File: src/rtl/ptp_rx_capture.sv
`default_nettype none
// ============================================================================
// Module   : ptp_rx_capture
// Purpose  : Captures one Avalon-ST receive frame into a 256x32 frame RAM.
//            Payload goes to words 1..255, then a descriptor goes to word 0:
//            {truncated, 21'b0, byte_len[9:0]}. The buffer is then held until
//            the consumer acknowledges it.
// Ports    : clock, reset       - single clock, async active-high reset
//            in_data/in_valid/in_sop/in_eop/in_empty/in_ready
//                               - Avalon-ST sink (big-endian, 32-bit)
//            ram_address/ram_data/ram_wren/ram_byteena
//                               - registered frame RAM write port
//            frame_valid/frame_ack - buffer handshake to the consumer
//            frame_count        - descriptors written, wraps at 0xFFFF
// Revision : 1.0 - initial release
// ============================================================================
module ptp_rx_capture (
  input  logic        clock,
  input  logic        reset,
  input  logic [31:0] in_data,
  input  logic        in_valid,
  input  logic        in_sop,
  input  logic        in_eop,
  input  logic [1:0]  in_empty,
  output logic        in_ready,
  output logic [7:0]  ram_address,
  output logic [31:0] ram_data,
  output logic        ram_wren,
  output logic [3:0]  ram_byteena,
  output logic        frame_valid,
  input  logic        frame_ack,
  output logic [15:0] frame_count
);

  localparam logic [2:0] S_IDLE    = 3'd0;
  localparam logic [2:0] S_CAPTURE = 3'd1;
  localparam logic [2:0] S_DROP    = 3'd2;
  localparam logic [2:0] S_DESC    = 3'd3;
  localparam logic [2:0] S_HOLD    = 3'd4;

  localparam logic [7:0] MAX_WORDS = 8'd255;

  logic [2:0]  state;
  logic [2:0]  state_next;
  logic [7:0]  word_count;
  logic        truncated;
  logic [1:0]  last_empty;

  logic        accept;
  logic [3:0]  beat_be;
  logic [1:0]  beat_empty;
  logic [9:0]  byte_len;

  logic        wr_en;
  logic [7:0]  wr_addr;
  logic [31:0] wr_data;
  logic [3:0]  wr_be;
  logic [7:0]  wc_next;
  logic        trunc_next;
  logic [1:0]  empty_next;
  logic        count_inc;
  logic        ready_next;

  assign accept     = in_valid & in_ready;
  // Unused bytes sit in the low-order lanes, so shift ones out from bit 0.
  assign beat_be    = in_eop ? (4'hF << in_empty) : 4'hF;
  assign beat_empty = in_eop ? in_empty : 2'd0;
  // A truncated frame lost its real eop, so the full word count is reported.
  assign byte_len   = {word_count, 2'b00} - {8'd0, (truncated ? 2'd0 : last_empty)};

  // --------------------------------------------------------------------------
  // State register
  // --------------------------------------------------------------------------
  always_ff @(posedge clock or posedge reset) begin
    if (reset) begin
      state <= S_IDLE;
    end else begin
      state <= state_next;
    end
  end

  // --------------------------------------------------------------------------
  // Next-state logic
  // --------------------------------------------------------------------------
  always_comb begin
    state_next = state;
    case (state)
      S_IDLE: begin
        if (accept && in_sop) begin
          state_next = in_eop ? S_DESC : S_CAPTURE;
        end
      end
      S_CAPTURE: begin
        if (accept) begin
          if (in_sop) begin
            state_next = in_eop ? S_DESC : S_CAPTURE;
          end else if (word_count == MAX_WORDS) begin
            // No room left: an eop here still closes the frame, as truncated.
            state_next = in_eop ? S_DESC : S_DROP;
          end else if (in_eop) begin
            state_next = S_DESC;
          end
        end
      end
      S_DROP: begin
        if (accept && in_eop) begin
          state_next = S_DESC;
        end
      end
      S_DESC: begin
        state_next = S_HOLD;
      end
      S_HOLD: begin
        // An ack only counts once the consumer has actually seen frame_valid.
        if (frame_ack && frame_valid) begin
          state_next = S_IDLE;
        end
      end
      default: begin
        state_next = S_IDLE;
      end
    endcase
  end

  // --------------------------------------------------------------------------
  // Output / datapath decode
  // --------------------------------------------------------------------------
  always_comb begin
    wr_en      = 1'b0;
    wr_addr    = 8'd0;
    wr_data    = in_data;
    wr_be      = 4'hF;
    wc_next    = word_count;
    trunc_next = truncated;
    empty_next = last_empty;
    count_inc  = 1'b0;
    case (state)
      S_IDLE: begin
        if (accept && in_sop) begin
          wr_en      = 1'b1;
          wr_addr    = 8'd1;
          wr_be      = beat_be;
          wc_next    = 8'd1;
          trunc_next = 1'b0;
          empty_next = beat_empty;
        end
      end
      S_CAPTURE: begin
        if (accept) begin
          if (in_sop) begin
            wr_en      = 1'b1;
            wr_addr    = 8'd1;
            wr_be      = beat_be;
            wc_next    = 8'd1;
            trunc_next = 1'b0;
            empty_next = beat_empty;
          end else if (word_count == MAX_WORDS) begin
            trunc_next = 1'b1;
          end else begin
            wr_en      = 1'b1;
            wr_addr    = word_count + 8'd1;
            wr_be      = beat_be;
            wc_next    = word_count + 8'd1;
            empty_next = beat_empty;
          end
        end
      end
      S_DESC: begin
        wr_en     = 1'b1;
        wr_addr   = 8'd0;
        wr_data   = {truncated, 21'd0, byte_len};
        wr_be     = 4'hF;
        count_inc = 1'b1;
      end
      default: begin
      end
    endcase
  end

  assign ready_next = (state_next == S_IDLE) || (state_next == S_CAPTURE) ||
                      (state_next == S_DROP);

  // --------------------------------------------------------------------------
  // Registered outputs and frame context
  // --------------------------------------------------------------------------
  always_ff @(posedge clock or posedge reset) begin
    if (reset) begin
      word_count  <= 8'd0;
      truncated   <= 1'b0;
      last_empty  <= 2'd0;
      in_ready    <= 1'b0;
      ram_wren    <= 1'b0;
      ram_address <= 8'd0;
      ram_data    <= 32'd0;
      ram_byteena <= 4'd0;
      frame_valid <= 1'b0;
      frame_count <= 16'd0;
    end else begin
      word_count  <= wc_next;
      truncated   <= trunc_next;
      last_empty  <= empty_next;
      // Registered from the next state so the sink stalls on the very edge
      // that ends the frame, and only opens on the first edge after reset.
      in_ready    <= ready_next;
      ram_wren    <= wr_en;
      ram_address <= wr_addr;
      ram_data    <= wr_data;
      ram_byteena <= wr_be;
      // The descriptor lands during the first HOLD cycle; valid follows it.
      frame_valid <= (state == S_HOLD) && !(frame_ack && frame_valid);
      frame_count <= frame_count + {15'd0, count_inc};
    end
  end

endmodule
`default_nettype wire

File: config.mk
export PLATFORM = sky130hd
export DESIGN_NAME = ptp_rx_capture
export DESIGN_NICKNAME = d
export VERILOG_FILES = /design/src/rtl/ptp_rx_capture.sv
export SDC_FILE = /design/constraint.sdc
export NUM_CORES = 1
export LEC_CHECK = 0
export CAP_MARGIN = 20
export CORE_MARGIN = 1.5
export CORE_UTILIZATION = 45
export CTS_CLUSTER_SIZE = 28
export DETAILED_ROUTE_END_ITERATION = 10
export GPL_ROUTABILITY_DRIVEN = 0
export HOLD_SLACK_MARGIN = 0.06
export PLACE_DENSITY = 0.74
export SETUP_SLACK_MARGIN = 0.05
export SLEW_MARGIN = 20
export SYNTH_ARGS = -nofsm -noshare
export SYNTH_HDL_FRONTEND = slang
export SYNTH_SLANG_ARGS = --single-unit
File: constraint.sdc
create_clock -name clock -period 8 [get_ports clock]
set_input_delay 2.4 -clock clock [delete_from_list [all_inputs] [get_ports clock]]
set_output_delay 2.4 -clock clock [all_outputs]
set_load 0.01 [all_outputs]
---- After elaboration in Yosys (flattened, before gate mapping) ----
Index checks and enable logic that the tools add are counted.
storage, ports and cells
  output and inout bits ................... 63
  bits of input ports ..................... 40
  register bits after elaboration ......... 77
  memories kept ........................... 0
  ROM bits ................................ 0
  word-level logic and storage cells ...... 84
  memory bits (writable) .................. 0
  latch bits .............................. 0
operators by class
  shift operators ......................... 1
  div/mod/pow operators ................... 0
  add/sub/neg operators ................... 3
  multiplexer cells ....................... 45
  reductions and logical operators ........ 12
  eq/ne operators ......................... 11
  multiply operators ...................... 0
  order comparisons ....................... 0
  bitwise gates (word level) .............. 1
operator list
  operator             number
  $mux 8               7
  $mux 32              1
  $pmux 8 s2           2
  $mux 3               7
  $mux 4               5
  $add 16x1->16        1
  $pmux 3 s5           1
  $mux 2               7
  $mux 1               11
  $sub 10x2->10        1
  $eq 3x2->1 const B   3
  $add 8x1->8 const B  1
  $eq 8x8->1 const B   1
  $pmux 4 s2           1
  $reduce_and 4->1     2
  $eq 3x1->1 const B   2
  $logic_not 3->1      2
  $ne 3x3->1 const B   2
  $logic_and 1x1->1    4
  $ne 2x2->1 const B   2
  $pmux 2 s2           1
  $shl 4x2->4 const A  1
  $eq 3x3->1 const B   1
  $pmux 1 s3           1
  other kinds (5)      6

---- Depth between registers and ports, before layout ----
Gate-level depths: netlist of run 1.
  depth in word-level cells ............... 8
  gate-level depth with buffers ........... 11

---- Worst setup path before layout of run 1 ----
Ideal clock, no wire load.
  path kind ............................... input to register
  start point ............................. input port in_sop
  end point ............................... register in_ready
  path buffers ............................ 2
  data arrival time ....................... 3,341 ps
  path slack .............................. 4,529 ps
  stages on the path ...................... 5
  cells stage by stage .................... clkbuf_1 > or3b_1 > buf_6 > o31ai_4 > a21oi_1
on the way
  longest elaborated chain between the ends .. 6
ends and longest elaborated chain
  item                                           line    RTL
  start, declared                                22      input logic in_sop,
  $mux 3 or $logic_and 1x1->1 (tied branches)    95, 89
  $mux 3 (on tied branches)                      94, 89
  $pmux 3 s5 (*)                                 87      case (state)
  named net state_next[1]                        44      logic [2:0] state_next;
  $eq 3x1->1 or $logic_not 3->1 (tied branches)  180     assign ready_next = (state_next == S_IDLE) || (state_next == S_CAPTURE) ||
  $logic_or 1x1->1                               180
  $logic_or 1x1->1 (*)                           180
  named net ready_next                           62      logic ready_next;
  end signal, assigned                           204     in_ready <= ready_next;
  end, declared                                  25      output logic in_ready,
The timed path passes the listed nets; every way through them passes the cells marked *.
A chain may end at the register's enable or synchronous reset.

---- Final worst setup path of run 1 ----
  start point ............................. input port in_valid
  end point ............................... register ram_byteena[0]
on the way
  longest elaborated chain between the ends .. 4
ends and longest elaborated chain
  item                  line  RTL
  start, declared       21    input logic in_valid,
  $and 1x1->1 (*)       64    assign accept = in_valid & in_ready;
  $logic_and 1x1->1     139   if (accept && in_sop) begin
  $mux 4                139
  $pmux 4 s2 (*)        137   case (state)
  named net wr_be[0]    57    logic [3:0] wr_be;
  end signal, assigned  208   ram_byteena <= wr_be;
  end, declared         29    output logic [3:0] ram_byteena,
Marks and branches as above.

==> metrics.txt, run 1 <==
# TYPE chip_impl_metric gauge
chip_impl_metric{name="yosysTopAreaCellShare",unit="%"} 59.2
chip_impl_metric{name="async_reset_ff_share",unit="%"} 100
chip_impl_info{name="leading_post_synthesis_cells_by_cell_area",value="sky130_fd_sc_hd__dfrtp_1, sky130_fd_sc_hd__and2_1, sky130_fd_sc_hd__xnor2_1"} 1
chip_impl_metric{name="holdWs",unit="ps"} 478
chip_impl_metric{name="post_dp_cell_area",unit="sq mm"} 0.00432
chip_impl_metric{name="antenna_violations_before_repair",unit=""} 0
chip_impl_metric{name="placeable_area",unit="sq mm"} 0.00691
chip_impl_metric{name="highest_clock_frequency_the_design_can_meet",unit="GHz"} 0.242
chip_impl_metric{name="post-route-cell-area",unit="sq mm"} 0.00455
chip_impl_metric{name="htree_num_levels",unit=""} 3
chip_impl_metric{name="synth-edff-count",unit=""} 0
chip_impl_metric{name="place_hpwl",unit="um"} 4640
chip_impl_metric{name="cts_buffer_depth",unit=""} 2
chip_impl_metric{name="final.period_utilization",unit="%"} 51.7
chip_impl_metric{name="fin_tns_setup",unit="ps"} 0
chip_impl_metric{name="area_delta_synth_final",unit="%"} 39.8
chip_impl_metric{name="utilization",unit="%"} 65.8
chip_impl_info{name="synth.most_common_cell",value="sky130_fd_sc_hd__dfrtp_1"} 1
chip_impl_metric{name="grt-ovfl-total",unit=""} 0
chip_impl_metric{name="detailroute.wirelength.met2",unit="um"} 3280
chip_impl_metric{name="hold_viol",unit=""} 0
chip_impl_metric{name="fillerInstances",unit=""} 569
chip_impl_metric{name="wire_length_of_the_first_global_routing_pass",unit="um"} 10400
chip_impl_metric{name="largest_net_degree_at_the_start_of_global_routing",unit=""} 78
chip_impl_metric{name="worst_clock_skew_on_the_final_layout",unit="ps"} 8.68
chip_impl_metric{name="final_layout_size_suffix_gt1_share",unit="%"} 8.99
chip_impl_metric{name="met3WireLength",unit="um"} 334
chip_impl_metric{name="per_cell_routed_wire_length",unit="um"} 13.8
chip_impl_metric{name="track_usage",unit="%"} 17.4
chip_impl_metric{name="path_max_fanout",unit=""} 7
chip_impl_metric{name="ant_nets",unit=""} 0
chip_impl_info{name="critPathKind",value="primary input to flop"} 1
chip_impl_metric{name="timing.final.crit_period",unit="ps"} 4140
chip_impl_metric{name="io_pins",unit=""} 103
chip_impl_info{name="critPathLaunchType",value="primary input"} 1
chip_impl_metric{name="cts_resized",unit=""} 0
chip_impl_metric{name="postCtsSetupRepairBufs",unit=""} 0
chip_impl_metric{name="postRouteWirelength",unit="um"} 6550
chip_impl_metric{name="worst_path_largest_cell_delay",unit="ps"} 720
chip_impl_metric{name="grt_pass1_vias",unit=""} 2271
chip_impl_metric{name="synthesis.instances",unit=""} 272
chip_impl_metric{name="cts_hold_repair.buffers",unit=""} 0
chip_impl_metric{name="max-slew-margin-rel",unit="%"} 38.3
chip_impl_info{name="timing.critical_path.to_type",value="flop"} 1
chip_impl_info{name="min_path_type",value="flop to flop"} 1
chip_impl_metric{name="synth_seq_area_share",unit="%"} 59.2
chip_impl_info{name="route.top_layer_used",value="met4"} 1
chip_impl_info{name="cts_root_buf",value="sky130_fd_sc_hd__clkbuf_8"} 1
chip_impl_metric{name="detailroute.via_count",unit=""} 2305
chip_impl_metric{name="netlist-cell-type-count",unit=""} 55
chip_impl_metric{name="die_width",unit="um"} 88.0
chip_impl_info{name="cts_tree",value="done"} 1
chip_impl_metric{name="inserted_clock_buffers",unit=""} 9
chip_impl_info{name="yosys_most_used_dff",value="sky130_fd_sc_hd__dfrtp_1"} 1
chip_impl_info{name="unrepaired_setup_endpoints_after_global_routing",value="no"} 1
chip_impl_metric{name="syn_nets",unit=""} 317
chip_impl_metric{name="crit_required",unit="ps"} 8190
chip_impl_metric{name="wirelength_met1",unit="um"} 2870
chip_impl_metric{name="clk_latency",unit="ps"} 340
chip_impl_metric{name="finalMaxSlewViolations",unit=""} 0
chip_impl_metric{name="die_area",unit="sq mm"} 0.00775
chip_impl_info{name="status",value="finished, final reports clean"} 1
chip_impl_info{name="cell_by_cell_trace_of_the_critical_path",value="clkdlybuf4s50_1 > nor4bb_1 > nand2_1 > o21ai_2 > o211ai_1"} 1
chip_impl_metric{name="drt_drc_violations_left",unit=""} 0
chip_impl_metric{name="worstMarginPinSlew",unit="ps"} 926
chip_impl_metric{name="placed_cells",unit=""} 458
chip_impl_metric{name="synthesis.yosys.warnings",unit=""} 0
chip_impl_metric{name="dr.pass1.iters",unit=""} 4
chip_impl_metric{name="power.density",unit="mW/mm^2"} 273
chip_impl_info{name="slowest_stage",value="sky130_fd_sc_hd__nor4bb_1"} 1
chip_impl_metric{name="worst-endpoint-arrival",unit="ps"} 4330
chip_impl_metric{name="maxCapViolations",unit=""} 0
chip_impl_metric{name="synth_seq_cells",unit=""} 77
chip_impl_metric{name="layout.nets",unit=""} 418
chip_impl_metric{name="finalSetupViolations",unit=""} 0
chip_impl_metric{name="clkTransAtPathRegs",unit="ps"} 80
chip_impl_metric{name="tritoncts_sink_count",unit=""} 77
chip_impl_metric{name="insertedDiodeCount",unit=""} 0
chip_impl_metric{name="ir_drop",unit="mV"} 0.163
chip_impl_info{name="yosysTopAreaCell",value="sky130_fd_sc_hd__dfrtp_1"} 1
chip_impl_metric{name="synth_area_per_cell",unit="sq um"} 12.0
chip_impl_metric{name="synth.cell_area",unit="sq mm"} 0.00325
chip_impl_metric{name="leakage_dissipation",unit="nW"} 1.96
chip_impl_metric{name="layoutNonFillerInstCount",unit=""} 474
chip_impl_metric{name="initial_utilization",unit="%"} 47.1
chip_impl_metric{name="drt-initial-drc-count",unit=""} 135
chip_impl_metric{name="buffers_added_on_ports",unit=""} 102
chip_impl_metric{name="viasPerCell",unit=""} 4.86
chip_impl_metric{name="die_height",unit="um"} 88.0
chip_impl_metric{name="core.rowCount",unit=""} 30
chip_impl_info{name="synthTopCellsByCount",value="sky130_fd_sc_hd__dfrtp_1, sky130_fd_sc_hd__nand2_1, sky130_fd_sc_hd__and2_1, sky130_fd_sc_hd__xnor2_1, sky130_fd_sc_hd__o21ai_0"} 1
==> layout by cell type (no fill, tap or decap), types with 3 or more instances in the layout <==
| cell type | count |
|---|---|
| sky130_fd_sc_hd__a21o_1 | 6 |
| sky130_fd_sc_hd__a21oi_1 | 4 |
| sky130_fd_sc_hd__and2_1 | 22 |
| sky130_fd_sc_hd__clkbuf_8 | 10 |
| sky130_fd_sc_hd__clkdlybuf4s50_1 | 102 |
| sky130_fd_sc_hd__dfrtp_1 | 77 |
| sky130_fd_sc_hd__ha_1 | 5 |
| sky130_fd_sc_hd__inv_1 | 10 |
| sky130_fd_sc_hd__mux2_2 | 3 |
| sky130_fd_sc_hd__mux2i_1 | 3 |
| sky130_fd_sc_hd__nand2_1 | 23 |
| sky130_fd_sc_hd__nand3_1 | 10 |
| sky130_fd_sc_hd__nand4_1 | 4 |
| sky130_fd_sc_hd__nor2_1 | 8 |
| sky130_fd_sc_hd__nor3_1 | 3 |
| sky130_fd_sc_hd__o21ai_0 | 13 |
| sky130_fd_sc_hd__xnor2_1 | 14 |
| sky130_fd_sc_hd__xor2_1 | 11 |
==> final cells by class <==
cell class | count | area, sq um | area share, %
sequential | 77 | 1930 | 42.4
multi-input combinational | 170 | 1200 | 26.4
timing repair buffer | 104 | 1040 | 22.8
clock buffer | 11 | 141 | 3.11
tap | 96 | 120 | 2.64
clock inverter | 5 | 81.3 | 1.79
inverter | 11 | 41.3 | 0.908
==> layer usage <==
layer  vias up  track usage, %
met5         -               0
met1      1112            22.5
met4         0            5.11
li1       1120               -
met3         6            4.52
met2        67            29.0
==> critical path: cells and delay by family <==
kind / cells / cell delay [ps]
compound gates: 2 / 520
simple gates: 2 / 940
buf+inv: 1 / 460
==> path summary, 6_finish.rpt <==
kind / cells past startpoint / slack [ps] / end / startpoint
worst max-delay path: 5 / 3860 / ram_byteena[0]$_DFF_PP0_ / in_valid
worst min-delay path: 1 / 480 / frame_count[15]$_DFF_PP0_ / frame_count[15]$_DFF_PP0_
worst max register to register: 10 / 5640 / frame_count[12]$_DFF_PP0_ / state[0]$_DFF_PP0_
worst min register to register: 1 / 480 / frame_count[15]$_DFF_PP0_ / frame_count[15]$_DFF_PP0_
max in group asynchronous: 3 / 4730 / word_count[5]$_DFFE_PP0P_ / reset
min in group asynchronous: 3 / 2670 / frame_count[15]$_DFF_PP0_ / reset
==> cell families (layout without fill, tap and decap cells) <==
kind of cell / Yosys count / in the layout / share of synthesized area, %
simple gates: 90 / 90 / 16.3
xor+xnor: 25 / 25 / 6.73
mux: 6 / 6 / 1.96
other cells: 1 / 1 / 0.115
compound gates: 43 / 43 / 9.81
flops: 77 / 77 / 59.2
buf+inv: 25 / 131 / 3.88
fa+ha+maj: 5 / 5 / 1.92
==> registers in the layout (all words and copies together), names as in the netlist <==
register	cells
ram_address	8
ram_data	32
ram_wren	1
ram_byteena	4
frame_valid	1
state	3
last_empty	2
frame_count	16
in_ready	1
word_count	8
truncated	1
==> power breakdown <==
part	internal, mW	total, mW	switching, mW
combinational	0.215	0.391	0.176
clock	0.185	0.325	0.140
sequential	0.463	0.523	0.0606
total	0.862	1.24	0.377
==> through the flow <==
stage               setup WS [ps]  power, mW
global route                 3700       1.31
floorplan                    3630      0.762
global placement             3550      0.917
CTS                          3880       1.25
detailed placement           3540      0.926
finish                       3860       1.24
Note: power is estimated with default switching activity, not from simulation.
==> run 2: changes to the inputs <==
==> constraint.sdc (replaced) <==
create_clock -name clock -period 4.05 [get_ports clock]
set_input_delay 1.215 -clock clock [delete_from_list [all_inputs] [get_ports clock]]
set_output_delay 1.215 -clock clock [all_outputs]
set_load 0.01 [all_outputs]
==> metrics.txt, run 2 (synthesized netlist as in run 1, its figures left out) <==
# TYPE chip_impl_metric gauge
chip_impl_info{name="critPathLaunchType",value="primary input"} 1
chip_impl_metric{name="detailedPlace.worstSlack",unit="ps"} 1100
chip_impl_metric{name="timing.final.crit_period",unit="ps"} 2600
chip_impl_metric{name="dr.pass1.iters",unit=""} 4
chip_impl_metric{name="utilization",unit="%"} 65.9
chip_impl_metric{name="viasPerCell",unit=""} 4.88
chip_impl_info{name="top_register_by_number_of_flip_flops",value="ram_data"} 1
chip_impl_info{name="min_path_type",value="flop to flop"} 1
chip_impl_info{name="timing.critical_path.to_type",value="flop"} 1
chip_impl_metric{name="grt-ovfl-total",unit=""} 0
chip_impl_info{name="cts_tree",value="done"} 1
chip_impl_metric{name="area_delta_synth_final",unit="%"} 39.9
chip_impl_metric{name="antenna_violations_before_repair",unit=""} 0
chip_impl_metric{name="insertedDiodeCount",unit=""} 0
chip_impl_metric{name="worst_clock_skew_on_the_final_layout",unit="ps"} 7.08
chip_impl_metric{name="die_height",unit="um"} 88.0
chip_impl_metric{name="die_width",unit="um"} 88.0
chip_impl_metric{name="number_of_flip_flops_under_the_largest_register_name",unit=""} 32
chip_impl_metric{name="tritoncts_sink_count",unit=""} 77
chip_impl_metric{name="clkTransAtPathRegs",unit="ps"} 70
chip_impl_metric{name="cts_resized",unit=""} 0
chip_impl_metric{name="highest_clock_frequency_the_design_can_meet",unit="GHz"} 0.385
chip_impl_metric{name="inserted_clock_buffers",unit=""} 9
chip_impl_info{name="unrepaired_setup_endpoints_after_global_routing",value="no"} 1
chip_impl_metric{name="largest_net_degree_at_the_start_of_global_routing",unit=""} 43
chip_impl_metric{name="maxCapViolations",unit=""} 0
chip_impl_info{name="mostFrequentLayoutCells",value="sky130_fd_sc_hd__clkdlybuf4s50_1, sky130_fd_sc_hd__dfrtp_1, sky130_fd_sc_hd__nand2_1, sky130_fd_sc_hd__and2_1, sky130_fd_sc_hd__xnor2_1"} 1
chip_impl_info{name="critPathKind",value="primary input to flop"} 1
chip_impl_metric{name="cts_hold_repair.buffers",unit=""} 0
chip_impl_metric{name="hold_viol",unit=""} 0
chip_impl_metric{name="r2r_cells",unit=""} 9
chip_impl_metric{name="worst_path_largest_cell_delay",unit="ps"} 670
chip_impl_info{name="layout.cells.most_common",value="sky130_fd_sc_hd__clkdlybuf4s50_1"} 1
chip_impl_info{name="cell_by_cell_trace_of_the_critical_path",value="clkdlybuf4s50_1 > or3b_1 > o31ai_4 > a21oi_1"} 1
chip_impl_metric{name="finalMaxSlewViolations",unit=""} 0
chip_impl_info{name="reg_top3",value="ram_data x32, frame_count x16"} 1
chip_impl_metric{name="min_delay_path_depth",unit=""} 1
chip_impl_metric{name="final_layout_size_suffix_gt1_share",unit="%"} 8.71
chip_impl_metric{name="drt-initial-drc-count",unit=""} 93
chip_impl_metric{name="postCtsSetupRepairBufs",unit=""} 0
chip_impl_info{name="cts_root_buf",value="sky130_fd_sc_hd__clkbuf_8"} 1
chip_impl_metric{name="clk_latency",unit="ps"} 340
chip_impl_metric{name="buffers_added_on_ports",unit=""} 102
chip_impl_metric{name="finalWorstSetupSlack",unit="ps"} 1450
chip_impl_metric{name="power.density",unit="mW/mm^2"} 535
chip_impl_metric{name="io_pins",unit=""} 103
chip_impl_metric{name="worstMarginPinSlew",unit="ps"} 811
chip_impl_metric{name="per_cell_routed_wire_length",unit="um"} 14.2
chip_impl_metric{name="drt_drc_violations_left",unit=""} 0
chip_impl_metric{name="grt_pass1_vias",unit=""} 2233
chip_impl_metric{name="fin_tns_setup",unit="ps"} 0
chip_impl_metric{name="layout.nets",unit=""} 419
chip_impl_metric{name="cts_buffer_depth",unit=""} 2
chip_impl_metric{name="max-slew-margin-rel",unit="%"} 45.9
chip_impl_metric{name="final.period_utilization",unit="%"} 64.1
chip_impl_metric{name="leakage_dissipation",unit="nW"} 1.96
chip_impl_metric{name="holdWs",unit="ps"} 471
chip_impl_info{name="slowest_stage",value="sky130_fd_sc_hd__or3b_1"} 1
chip_impl_metric{name="core.rowCount",unit=""} 30
chip_impl_metric{name="ir_drop",unit="mV"} 0.367
chip_impl_metric{name="detailroute.via_count",unit=""} 2319
chip_impl_metric{name="place_hpwl",unit="um"} 4900
chip_impl_metric{name="wire_length_of_the_first_global_routing_pass",unit="um"} 10800
chip_impl_metric{name="placeable_area",unit="sq mm"} 0.00691
chip_impl_metric{name="cp.depth",unit=""} 4
chip_impl_metric{name="finalSetupViolations",unit=""} 0
chip_impl_info{name="status",value="finished, final reports clean"} 1
chip_impl_metric{name="worst-endpoint-arrival",unit="ps"} 2810
chip_impl_metric{name="multi_input_area",unit="sq mm"} 0.00120
chip_impl_metric{name="cp_num_buf_inv",unit=""} 1
chip_impl_metric{name="fillerInstances",unit=""} 560
chip_impl_metric{name="track_usage",unit="%"} 18.3
chip_impl_metric{name="path_max_fanout",unit=""} 9
chip_impl_metric{name="htree_num_levels",unit=""} 3
chip_impl_metric{name="ant_nets",unit=""} 0
chip_impl_metric{name="postRouteWirelength",unit="um"} 6730
chip_impl_metric{name="die_area",unit="sq mm"} 0.00775
chip_impl_info{name="critical-path-top-delay-family",value="simple AND/OR/NAND/NOR gates"} 1
chip_impl_metric{name="initial_utilization",unit="%"} 47.1
chip_impl_metric{name="crit_required",unit="ps"} 4260
chip_impl_metric{name="seqCellArea",unit="sq mm"} 0.00193
[run 2: cell type report]
| class | count | share of cell area [%] |
|---|---|---|
| sequential | 77 | 42.3 |
| clock inverter | 4 | 1.59 |
| inverter | 11 | 0.907 |
| clock buffer | 12 | 2.97 |
| timing repair buffer | 105 | 23.2 |
| multi-input combinational | 170 | 26.4 |
| tap | 96 | 2.64 |
[run 2: final timing paths]
| kind | from | endpoint | slack [ps] |
|---|---|---|---|
| worst max-delay path | in_sop | in_ready$_DFF_PP0_ | 1450 |
| worst min-delay path | frame_count[15]$_DFF_PP0_ | frame_count[15]$_DFF_PP0_ | 470 |
| worst max register to register | state[0]$_DFF_PP0_ | frame_count[14]$_DFF_PP0_ | 1830 |
| worst min register to register | frame_count[15]$_DFF_PP0_ | frame_count[15]$_DFF_PP0_ | 470 |
| max in group asynchronous | reset | ram_address[0]$_DFF_PP0_ | 2010 |
| min in group asynchronous | reset | frame_count[10]$_DFF_PP0_ | 1350 |
[run 2: layer usage]
layer  part of all wire (%)  vias up  track usage [%]  wire length [um]
met2                     49       69             29.8              3310
met3                    5.0        7             4.24               337
li1                       -     1115                -                 -
met1                     45     1128             24.2              3010
met5                      0        -                0                 0
met4                   0.92        0             5.97                62
[run 2: through the flow]
stage | instances | area [sq um] | total power [mW]
global placement | 459 | 4340 | 1.83
CTS | 475 | 4550 | 2.46
floorplan | 272 | 3250 | 1.51
finish | 475 | 4550 | 2.44
detailed placement | 459 | 4340 | 1.85
global route | 475 | 4550 | 2.59
[run 2: power by group]
part           internal [mW]  leakage (nW)  switching, mW
Combinational          0.430         0.886          0.353
Clock                  0.347         0.101          0.269
Sequential             0.914         0.969          0.124
Total                   1.69          1.96          0.746
